$ cat config.mk
export PLATFORM = sky130hd
export DESIGN_NAME = atm_ctrl_multi
export DESIGN_NICKNAME = d
export VERILOG_FILES = /design/src/rtl/atm_pkg.sv /design/src/rtl/atm_session_timer.sv /design/src/rtl/atm_ctrl_multi.sv
export SDC_FILE = /design/constraint.sdc
export NUM_CORES = 1
export LEC_CHECK = 0
export ABC_AREA = 1
export BUFFER_PORTS_ARGS = -buffer_cell sky130_fd_sc_hd__buf_2
export CAP_MARGIN = 30
export CELL_PAD_IN_SITES_DETAIL_PLACEMENT = 1
export CELL_PAD_IN_SITES_GLOBAL_PLACEMENT = 1
export CORE_ASPECT_RATIO = 1.1
export CORE_MARGIN = 3
export CORE_UTILIZATION = 43
export DETAILED_ROUTE_END_ITERATION = 7
export PLACE_DENSITY_LB_ADDON = 0.1
export RECOVER_POWER = 100
export SETUP_SLACK_MARGIN = 0.2
export SYNTH_ARGS = -nofsm -noshare
export SYNTH_HDL_FRONTEND = slang
export SYNTH_SLANG_ARGS = --single-unit
$ cat constraint.sdc
create_clock -name clk -period 3.55 [get_ports clk]
set_input_delay 0.1775 -clock clk [delete_from_list [all_inputs] [get_ports clk]]
set_output_delay 0.1775 -clock clk [all_outputs]
set_load 0.01 [all_outputs]
$ cat src/rtl/atm_pkg.sv
// Shared definitions for the ATM session controller: FSM state encoding,
// operation codes and error codes seen on the front-end/back-end ports.
package atm_pkg;

    typedef enum logic [3:0] {
        ST_IDLE   = 4'd0,
        ST_LANG   = 4'd1,
        ST_PIN    = 4'd2,
        ST_MENU   = 4'd3,
        ST_DEP    = 4'd4,
        ST_WDR    = 4'd5,
        ST_CHECK  = 4'd6,
        ST_UPDATE = 4'd7,
        ST_SHOW   = 4'd8,
        ST_ERR    = 4'd9,
        ST_EJECT  = 4'd10,
        ST_RETAIN = 4'd11
    } state_t;

    localparam logic [1:0] OP_EJECT = 2'b00;
    localparam logic [1:0] OP_BAL   = 2'b01;
    localparam logic [1:0] OP_DEP   = 2'b10;
    localparam logic [1:0] OP_WDR   = 2'b11;

    localparam logic [2:0] ERR_NONE     = 3'd0;
    localparam logic [2:0] ERR_BAD_PIN  = 3'd1;
    localparam logic [2:0] ERR_INSUFF   = 3'd2;
    localparam logic [2:0] ERR_LIMIT    = 3'd3;
    localparam logic [2:0] ERR_OVERFLOW = 3'd4;
    localparam logic [2:0] ERR_ZERO     = 3'd5;
    localparam logic [2:0] ERR_TIMEOUT  = 3'd6;

    // States in which the controller waits on the user and the idle timer runs.
    function automatic logic is_wait_state(input state_t s);
        return (s == ST_LANG) || (s == ST_PIN) || (s == ST_MENU) ||
               (s == ST_DEP)  || (s == ST_WDR);
    endfunction

endpackage

$ cat src/rtl/atm_session_timer.sv
// Inactivity timer: counts enabled cycles since the last clear and pulses
// 'expired' during the cycle in which the count reaches TIMEOUT_CYC-1.
module atm_session_timer #(
    parameter int TIMEOUT_CYC = 1024
) (
    input  logic clk,
    input  logic reset,
    input  logic clear,
    input  logic enable,
    output logic expired
);

    localparam int CNT_W = $clog2(TIMEOUT_CYC);
    localparam logic [CNT_W-1:0] LAST     = CNT_W'(TIMEOUT_CYC - 1);
    localparam logic [CNT_W-1:0] PRE_LAST = CNT_W'(TIMEOUT_CYC - 2);

    logic [CNT_W-1:0] r_cnt;
    logic             r_expired;

    // Idle-cycle counter, restarted whenever the controller makes progress
    always_ff @(posedge clk) begin
        if (reset || clear) begin
            r_cnt <= '0;
        end else if (enable && (r_cnt != LAST)) begin
            r_cnt <= r_cnt + CNT_W'(1);
        end else begin
            r_cnt <= r_cnt;
        end
    end

    // Flag raised one cycle early so the registered pulse lines up with count LAST
    always_ff @(posedge clk) begin
        if (reset || clear) begin
            r_expired <= 1'b0;
        end else begin
            r_expired <= enable && (r_cnt == PRE_LAST);
        end
    end

    assign expired = r_expired;

endmodule

$ cat src/rtl/atm_ctrl_multi.sv
// ATM session controller: language/PIN/menu flow, deposit and withdraw with
// overflow, balance and per-session limit checks, idle timeout and card
// removal handling. All outputs are registered from the next-state decode.
module atm_ctrl_multi
    import atm_pkg::*;
#(
    parameter int               BAL_W       = 32,
    parameter int               PIN_W       = 16,
    parameter logic [PIN_W-1:0] PIN_VALUE   = 16'h1234,
    parameter logic [BAL_W-1:0] INIT_BAL    = 32'd1000000,
    parameter int               MAX_TRIES   = 3,
    parameter logic [BAL_W-1:0] WD_LIMIT    = 32'd5000,
    parameter int               TIMEOUT_CYC = 1024
) (
    input  logic             clk,
    input  logic             reset,
    input  logic             card_in,
    input  logic             lang_valid,
    input  logic             lang_sel,
    input  logic             pin_valid,
    input  logic [PIN_W-1:0] pin,
    input  logic             op_valid,
    input  logic [1:0]       op_code,
    input  logic             amt_valid,
    input  logic [BAL_W-1:0] amount,
    output logic             lang_out,
    output logic [BAL_W-1:0] balance_out,
    output logic             balance_shown,
    output logic             deposit_ok,
    output logic             withdraw_ok,
    output logic             err_valid,
    output logic [2:0]       err_code,
    output logic             card_eject,
    output logic             card_retained,
    output logic             busy
);

    localparam logic [2:0] TRIES_MAX = 3'(MAX_TRIES);

    state_t           r_state, w_next;
    logic [BAL_W-1:0] r_balance, r_amount, r_session_wd;
    logic [2:0]       r_tries, w_tries_inc, w_err, r_err_code;
    logic             r_is_dep, r_lang;
    logic             r_balance_shown, r_deposit_ok, r_withdraw_ok, r_err_valid;
    logic             r_card_eject, r_card_retained, r_busy;
    logic             w_accept, w_expired, w_timer_clr, w_timer_en, w_apply;
    logic [BAL_W:0]   w_dep_sum, w_wd_sum;

    // Carry-out and session-limit sums are one bit wider so they never wrap
    assign w_dep_sum   = {1'b0, r_balance} + {1'b0, amount};
    assign w_wd_sum    = {1'b0, r_session_wd} + {1'b0, r_amount};
    assign w_tries_inc = r_tries + 3'd1;
    assign w_apply     = (r_state == ST_UPDATE) && (w_next == ST_SHOW);
    assign w_timer_en  = is_wait_state(r_state);
    assign w_timer_clr = (w_next != r_state) || w_accept;

    atm_session_timer #(.TIMEOUT_CYC(TIMEOUT_CYC)) u_timer (
        .clk     (clk),
        .reset   (reset),
        .clear   (w_timer_clr),
        .enable  (w_timer_en),
        .expired (w_expired)
    );

    // Next-state decode: card removal first, then the strobe the state waits on, then timeout
    always_comb begin
        w_next   = r_state;
        w_err    = ERR_NONE;
        w_accept = 1'b0;
        if ((r_state != ST_IDLE) && (r_state != ST_EJECT) &&
            (r_state != ST_RETAIN) && !card_in) begin
            w_next = ST_IDLE;
        end else begin
            case (r_state)
                ST_IDLE: begin
                    if (card_in) w_next = ST_LANG;
                    else         w_next = ST_IDLE;
                end
                ST_LANG: begin
                    if (lang_valid) begin
                        w_accept = 1'b1;
                        w_next   = ST_PIN;
                    end else if (w_expired) begin
                        w_next = ST_ERR;
                        w_err  = ERR_TIMEOUT;
                    end else begin
                        w_next = ST_LANG;
                    end
                end
                ST_PIN: begin
                    if (pin_valid) begin
                        w_accept = 1'b1;
                        if (pin == PIN_VALUE) begin
                            w_next = ST_MENU;
                        end else if (w_tries_inc == TRIES_MAX) begin
                            w_next = ST_RETAIN;
                        end else begin
                            w_next = ST_ERR;
                            w_err  = ERR_BAD_PIN;
                        end
                    end else if (w_expired) begin
                        w_next = ST_ERR;
                        w_err  = ERR_TIMEOUT;
                    end else begin
                        w_next = ST_PIN;
                    end
                end
                ST_MENU: begin
                    if (op_valid) begin
                        w_accept = 1'b1;
                        case (op_code)
                            OP_BAL:  w_next = ST_SHOW;
                            OP_DEP:  w_next = ST_DEP;
                            OP_WDR:  w_next = ST_WDR;
                            default: w_next = ST_EJECT;
                        endcase
                    end else if (w_expired) begin
                        w_next = ST_ERR;
                        w_err  = ERR_TIMEOUT;
                    end else begin
                        w_next = ST_MENU;
                    end
                end
                ST_DEP: begin
                    if (amt_valid) begin
                        w_accept = 1'b1;
                        if (amount == '0) begin
                            w_next = ST_ERR;
                            w_err  = ERR_ZERO;
                        end else if (w_dep_sum[BAL_W]) begin
                            w_next = ST_ERR;
                            w_err  = ERR_OVERFLOW;
                        end else begin
                            w_next = ST_UPDATE;
                        end
                    end else if (w_expired) begin
                        w_next = ST_ERR;
                        w_err  = ERR_TIMEOUT;
                    end else begin
                        w_next = ST_DEP;
                    end
                end
                ST_WDR: begin
                    if (amt_valid) begin
                        w_accept = 1'b1;
                        w_next   = ST_CHECK;
                    end else if (w_expired) begin
                        w_next = ST_ERR;
                        w_err  = ERR_TIMEOUT;
                    end else begin
                        w_next = ST_WDR;
                    end
                end
                ST_CHECK: begin
                    if (r_amount == '0) begin
                        w_next = ST_ERR;
                        w_err  = ERR_ZERO;
                    end else if (r_amount > r_balance) begin
                        w_next = ST_ERR;
                        w_err  = ERR_INSUFF;
                    end else if (w_wd_sum > {1'b0, WD_LIMIT}) begin
                        w_next = ST_ERR;
                        w_err  = ERR_LIMIT;
                    end else begin
                        w_next = ST_UPDATE;
                    end
                end
                ST_UPDATE: w_next = ST_SHOW;
                ST_SHOW:   w_next = ST_MENU;
                ST_ERR: begin
                    case (r_err_code)
                        ERR_BAD_PIN: w_next = ST_PIN;
                        ERR_TIMEOUT: w_next = ST_EJECT;
                        default:     w_next = ST_MENU;
                    endcase
                end
                ST_EJECT:  w_next = ST_IDLE;
                ST_RETAIN: w_next = ST_IDLE;
                default:   w_next = ST_IDLE;
            endcase
        end
    end

    // State register plus the language and amount latched on accepted strobes
    always_ff @(posedge clk) begin
        if (reset) begin
            r_state  <= ST_IDLE;
            r_lang   <= 1'b0;
            r_amount <= '0;
            r_is_dep <= 1'b0;
        end else begin
            r_state <= w_next;
            if ((r_state == ST_LANG) && w_accept) r_lang <= lang_sel;
            else                                  r_lang <= r_lang;
            if (((r_state == ST_DEP) || (r_state == ST_WDR)) && w_accept) begin
                r_amount <= amount;
                r_is_dep <= (r_state == ST_DEP);
            end else begin
                r_amount <= r_amount;
                r_is_dep <= r_is_dep;
            end
        end
    end

    // Persistent balance and per-session counters; session state drops on any return to IDLE
    always_ff @(posedge clk) begin
        if (reset) begin
            r_balance    <= INIT_BAL;
            r_session_wd <= '0;
            r_tries      <= 3'd0;
        end else begin
            if (w_apply && r_is_dep)       r_balance <= r_balance + r_amount;
            else if (w_apply && !r_is_dep) r_balance <= r_balance - r_amount;
            else                           r_balance <= r_balance;

            if (w_next == ST_IDLE)          r_session_wd <= '0;
            else if (w_apply && !r_is_dep)  r_session_wd <= r_session_wd + r_amount;
            else                            r_session_wd <= r_session_wd;

            if (w_next == ST_IDLE)                  r_tries <= 3'd0;
            else if ((r_state == ST_PIN) && w_accept)
                r_tries <= (pin == PIN_VALUE) ? 3'd0 : w_tries_inc;
            else                                    r_tries <= r_tries;
        end
    end

    // Registered Moore outputs decoded from the state being entered
    always_ff @(posedge clk) begin
        if (reset) begin
            r_balance_shown <= 1'b0;
            r_deposit_ok    <= 1'b0;
            r_withdraw_ok   <= 1'b0;
            r_err_valid     <= 1'b0;
            r_err_code      <= ERR_NONE;
            r_card_eject    <= 1'b0;
            r_card_retained <= 1'b0;
            r_busy          <= 1'b0;
        end else begin
            r_balance_shown <= (w_next == ST_SHOW);
            r_deposit_ok    <= w_apply && r_is_dep;
            r_withdraw_ok   <= w_apply && !r_is_dep;
            r_err_valid     <= (w_next == ST_ERR);
            r_card_eject    <= (w_next == ST_EJECT);
            r_card_retained <= (w_next == ST_RETAIN);
            r_busy          <= (w_next != ST_IDLE);
            if (w_next == ST_ERR)       r_err_code <= w_err;
            else if (w_next == ST_IDLE) r_err_code <= ERR_NONE;
            else                        r_err_code <= r_err_code;
        end
    end

    assign lang_out      = r_lang;
    assign balance_out   = r_balance;
    assign balance_shown = r_balance_shown;
    assign deposit_ok    = r_deposit_ok;
    assign withdraw_ok   = r_withdraw_ok;
    assign err_valid     = r_err_valid;
    assign err_code      = r_err_code;
    assign card_eject    = r_card_eject;
    assign card_retained = r_card_retained;
    assign busy          = r_busy;

endmodule

==> metrics.md <==
| Metric | Value |
|---|---|
| Status | `complete, but fails checks` |
| Failing checks | `negative setup slack` |
| Die Ht | `183 um` |
| Data required, critical path | `3850 ps` |
| Clock Sinks | `126` |
| Placed inst area | `14300 um2` |
| Place WS | `-384 ps` |
| CTS tree | `yes` |
| HPWL reported at the end of detailed placement | `38.6 mm` |
| Ys async rst share | `0` |
| Later-pin clock latency in the skew report | `460 ps` |
| Final setup vio count | `85` |
| Worst Slack Setup Final | `-663 ps` |
| Worst-Margin Slew | `1100 ps` |
| Critical path startpoint category | `flop` |
| Average wire per standard cell | `23.9 um` |
| Total number of vias | `15.9k` |
| DRT antenna net count | `0` |
| Cell count after placement | `2557` |
| Peak VDD IR | `0.000262 V` |
| Post-Syn Area per Cell | `6.17 um2` |
| YS warnings | `0` |
| Root Driver | `clkbuf_16` |
| Final non-filler cell total | `2632` |
| Hold_buf cts | `0` |
| Row Count | `64` |
| DRC viols | `0` |
| Max Freq | `0.237 GHz` |
| Flop2flop setup slack | `-660 ps` |
| Hold Crit Class | `in -> reg` |
| Yosys reg bits | `126` |
| Drt pass-1 iters | `6` |
| Ys flop type | `dfxtp_1` |
| Crit end category | `flop` |
| Initial core utilization | `0.439` |
| Largest net degree at the start of global routing | `41` |
| Buffers on Ports | `100` |
| Final wirelength | `62.9 mm` |
| Min Tclk post-route | `4210 ps` |
| Synthesis-to-layout area growth | `35.5%` |
| Initial antenna violation count | `0` |
| NumNets Final | `2448` |
| Vias in the first global route | `16.0k` |
| Sequential fraction of the synthesis area | `0.206` |
| Arrival @ worst endpoint | `4510 ps` |
| Finished Cell Area | `16600 um2` |
| Count of cell types in the netlist | `51` |
| Core area | `27900 um2` |
| GRT Util Overall | `0.346` |
| Mapped Area | `12300 um2` |
| Clock-pin slew of the registers on the worst-case setup and hold paths | `80 ps` |
| Pwr dens | `239 nW/um2` |
| Max cap viols | `0` |
| DR iter-0 viols | `1246` |
| Post-synth EDFFs | `0` |
| Worst hold start | `lang_sel` |
| Synth Net Count | `2180` |
| GRT overflow | `0` |
| Final Hold Fails | `0` |
| Die W | `167 um` |
| First-pass GRT wire length | `84.6 mm` |
| CP Class | `reg -> reg` |
| Critical Path Start | `r_session_wd[16]$_SDFFE_PP0P_` |
| Layout Skew | `16.7 ps` |
| Worst-path fanout max | `29` |
| Final setup TNS | `-31210 ps` |
| GP Congestion | `0.933` |
| Synth Instances | `1989` |
| Leak Pwr | `8.09 nW` |
| Via density | `6.04` |
| CTS Buffer Depth | `2` |
| Clock buffer count from CTS | `17` |
| Post-Route Hold Slack | `8.11 ps` |
| RSZ-0062 raised after global routing | `yes` |
| Slew headroom | `0.267` |
| Diodes inserted | `0` |
| Final period util | `1.19` |
| R2r startpoint | `r_session_wd[16]$_SDFFE_PP0P_` |
| Share of cells above drive strength 1 | `0.246` |
| H-tree depth | `4` |
| I/O pins | `101` |
| Die area | `30600 um2` |
| Final Max Tran Viols | `0` |
-- synth_stat cells, types with 2 or more instances --
master       n  area share
a211oi_1     4      0.0024
a21boi_0     4      0.0024
a21o_1       7      0.0043
a21oi_1    193       0.079
a31oi_1      9      0.0046
and3_1       3      0.0015
buf_2       15      0.0061
buf_4        3      0.0018
clkbuf_1    43       0.013
dfxtp_1    126        0.21
fa_1         3      0.0049
ha_1       130        0.13
inv_1      290       0.089
inv_2       17      0.0052
nand2_1    505        0.15
nand2_2      5      0.0026
nand3_1    105       0.043
nand3b_1    10      0.0061
nand4_1     45       0.023
nor2_1     180       0.055
nor2_2       4      0.0020
nor2_4       3      0.0028
nor3_1      22      0.0090
nor4_1      16      0.0082
o2111ai_1    3      0.0021
o211ai_1     6      0.0037
o21a_1      29       0.018
o21ai_0     94       0.038
o21ai_1      2     0.00082
o21bai_1     7      0.0043
o31ai_1      5      0.0031
o32ai_1      2      0.0014
or2_2        4      0.0020
or3_1        2      0.0010
xnor2_1     10      0.0071
xor2_1      68       0.049
-- metal layers --
metal | wire length [um] | track usage | up-vias
met1 | 23300 | 0.399 | 7637
met5 | 0 | 0 | -
met4 | 5320 | 0.204 | 0
met2 | 29400 | 0.605 | 892
li1 | - | - | 6998
met3 | 4820 | 0.0569 | 377
-- worst max-delay path: stages, from the launching register on --
cell	delay, ps
dfxtp_1	350
ha_4	300
buf_4	130
nand2_1	130
inv_1	210
nand2_1	170
nor2_2	160
nand3_1	170
nand3_1	110
nand2_1	80
nand2_1	80
nand3_1	110
nor2_2	170
nand2_2	90
nor2_4	150
buf_6	130
nand4_1	160
nand2_2	150
nand2_4	80
nand2_4	120
buf_12	120
nor3_4	40
buf_12	150
buf_16	180
a21oi_1	490
-- placed cells by master, fill, tap and decap left out, types with 52 or more instances in the layout --
cell type,n
buf_4,153
nand2_2,52
nor2_1,154
a21oi_1,161
dfxtp_1,103
nand3_1,83
inv_1,284
xor2_1,64
ha_1,105
o21ai_0,85
nand2_1,438
buf_2,75
-- flip-flops by register name, summed over array words and instances (netlist names) --
signal and cells:
card_retained 1, card_eject 1, r_state 4, err_valid 1
r_session_wd 32, err_code 3, busy 1, r_tries 3
balance_out 32, lang_out 1, u_timer.expired 1, r_is_dep 1
balance_shown 1, r_amount 32, u_timer.r_cnt 10, deposit_ok 1
withdraw_ok 1
-- final timing paths --
check / to / cells past startpoint
worst max-delay path: balance_out[0]$_SDFFE_PP0P_ / 24
worst min-delay path: lang_out$_SDFFE_PP0P_ / 3
worst max register to register: balance_out[0]$_SDFFE_PP0P_ / 24
worst min register to register: lang_out$_SDFFE_PP0P_ / 2
-- what timing repair did --
item | in CTS | in global routing
gates cloned | 6 | 3
hold endpoints to repair | 0 | 0
pin swaps | 15 | 56
resized for setup | 135 | 187
endpoints found under the setup margin | 87 | 88
setup buffers | 17 | 18
-- cell type report --
type	count	area [um2]
multi-input cells	1494	9440
inverters	307	1150
well taps	363	454
clock buffers	19	443
repair buffers	311	2370
clock inverters	12	185
fillers	3772	11300
flip-flops and latches	126	2570
-- kinds of logic after synthesis --
| family | share of synthesized area |
|---|---|
| buffers and inverters | 0.116 |
| AOI/OAI and AO/OA | 0.169 |
| adders and majority gates | 0.138 |
| xor gates and xnor gates | 0.0557 |
| DFF | 0.206 |
| and+or+nand+nor | 0.315 |
-- power by group --
group	total [W]	switching [W]	leakage, nW	internal (W)
combinational	0.000533	0.000315	6.77	0.000218
sequential	0.00143	0.0000115	1.03	0.00142
clock	0.00201	0.000809	0.292	0.00120
total	0.00397	0.00114	8.09	0.00283
-- through the flow --
step	utilization	power (W)
CTS	0.566	0.00386
detailed placement	0.510	0.00185
global route	0.595	0.00407
finish	0.595	0.00397
global placement	0.510	0.00184
floorplan	-	0.00165
(Power assumes the default switching activity.)
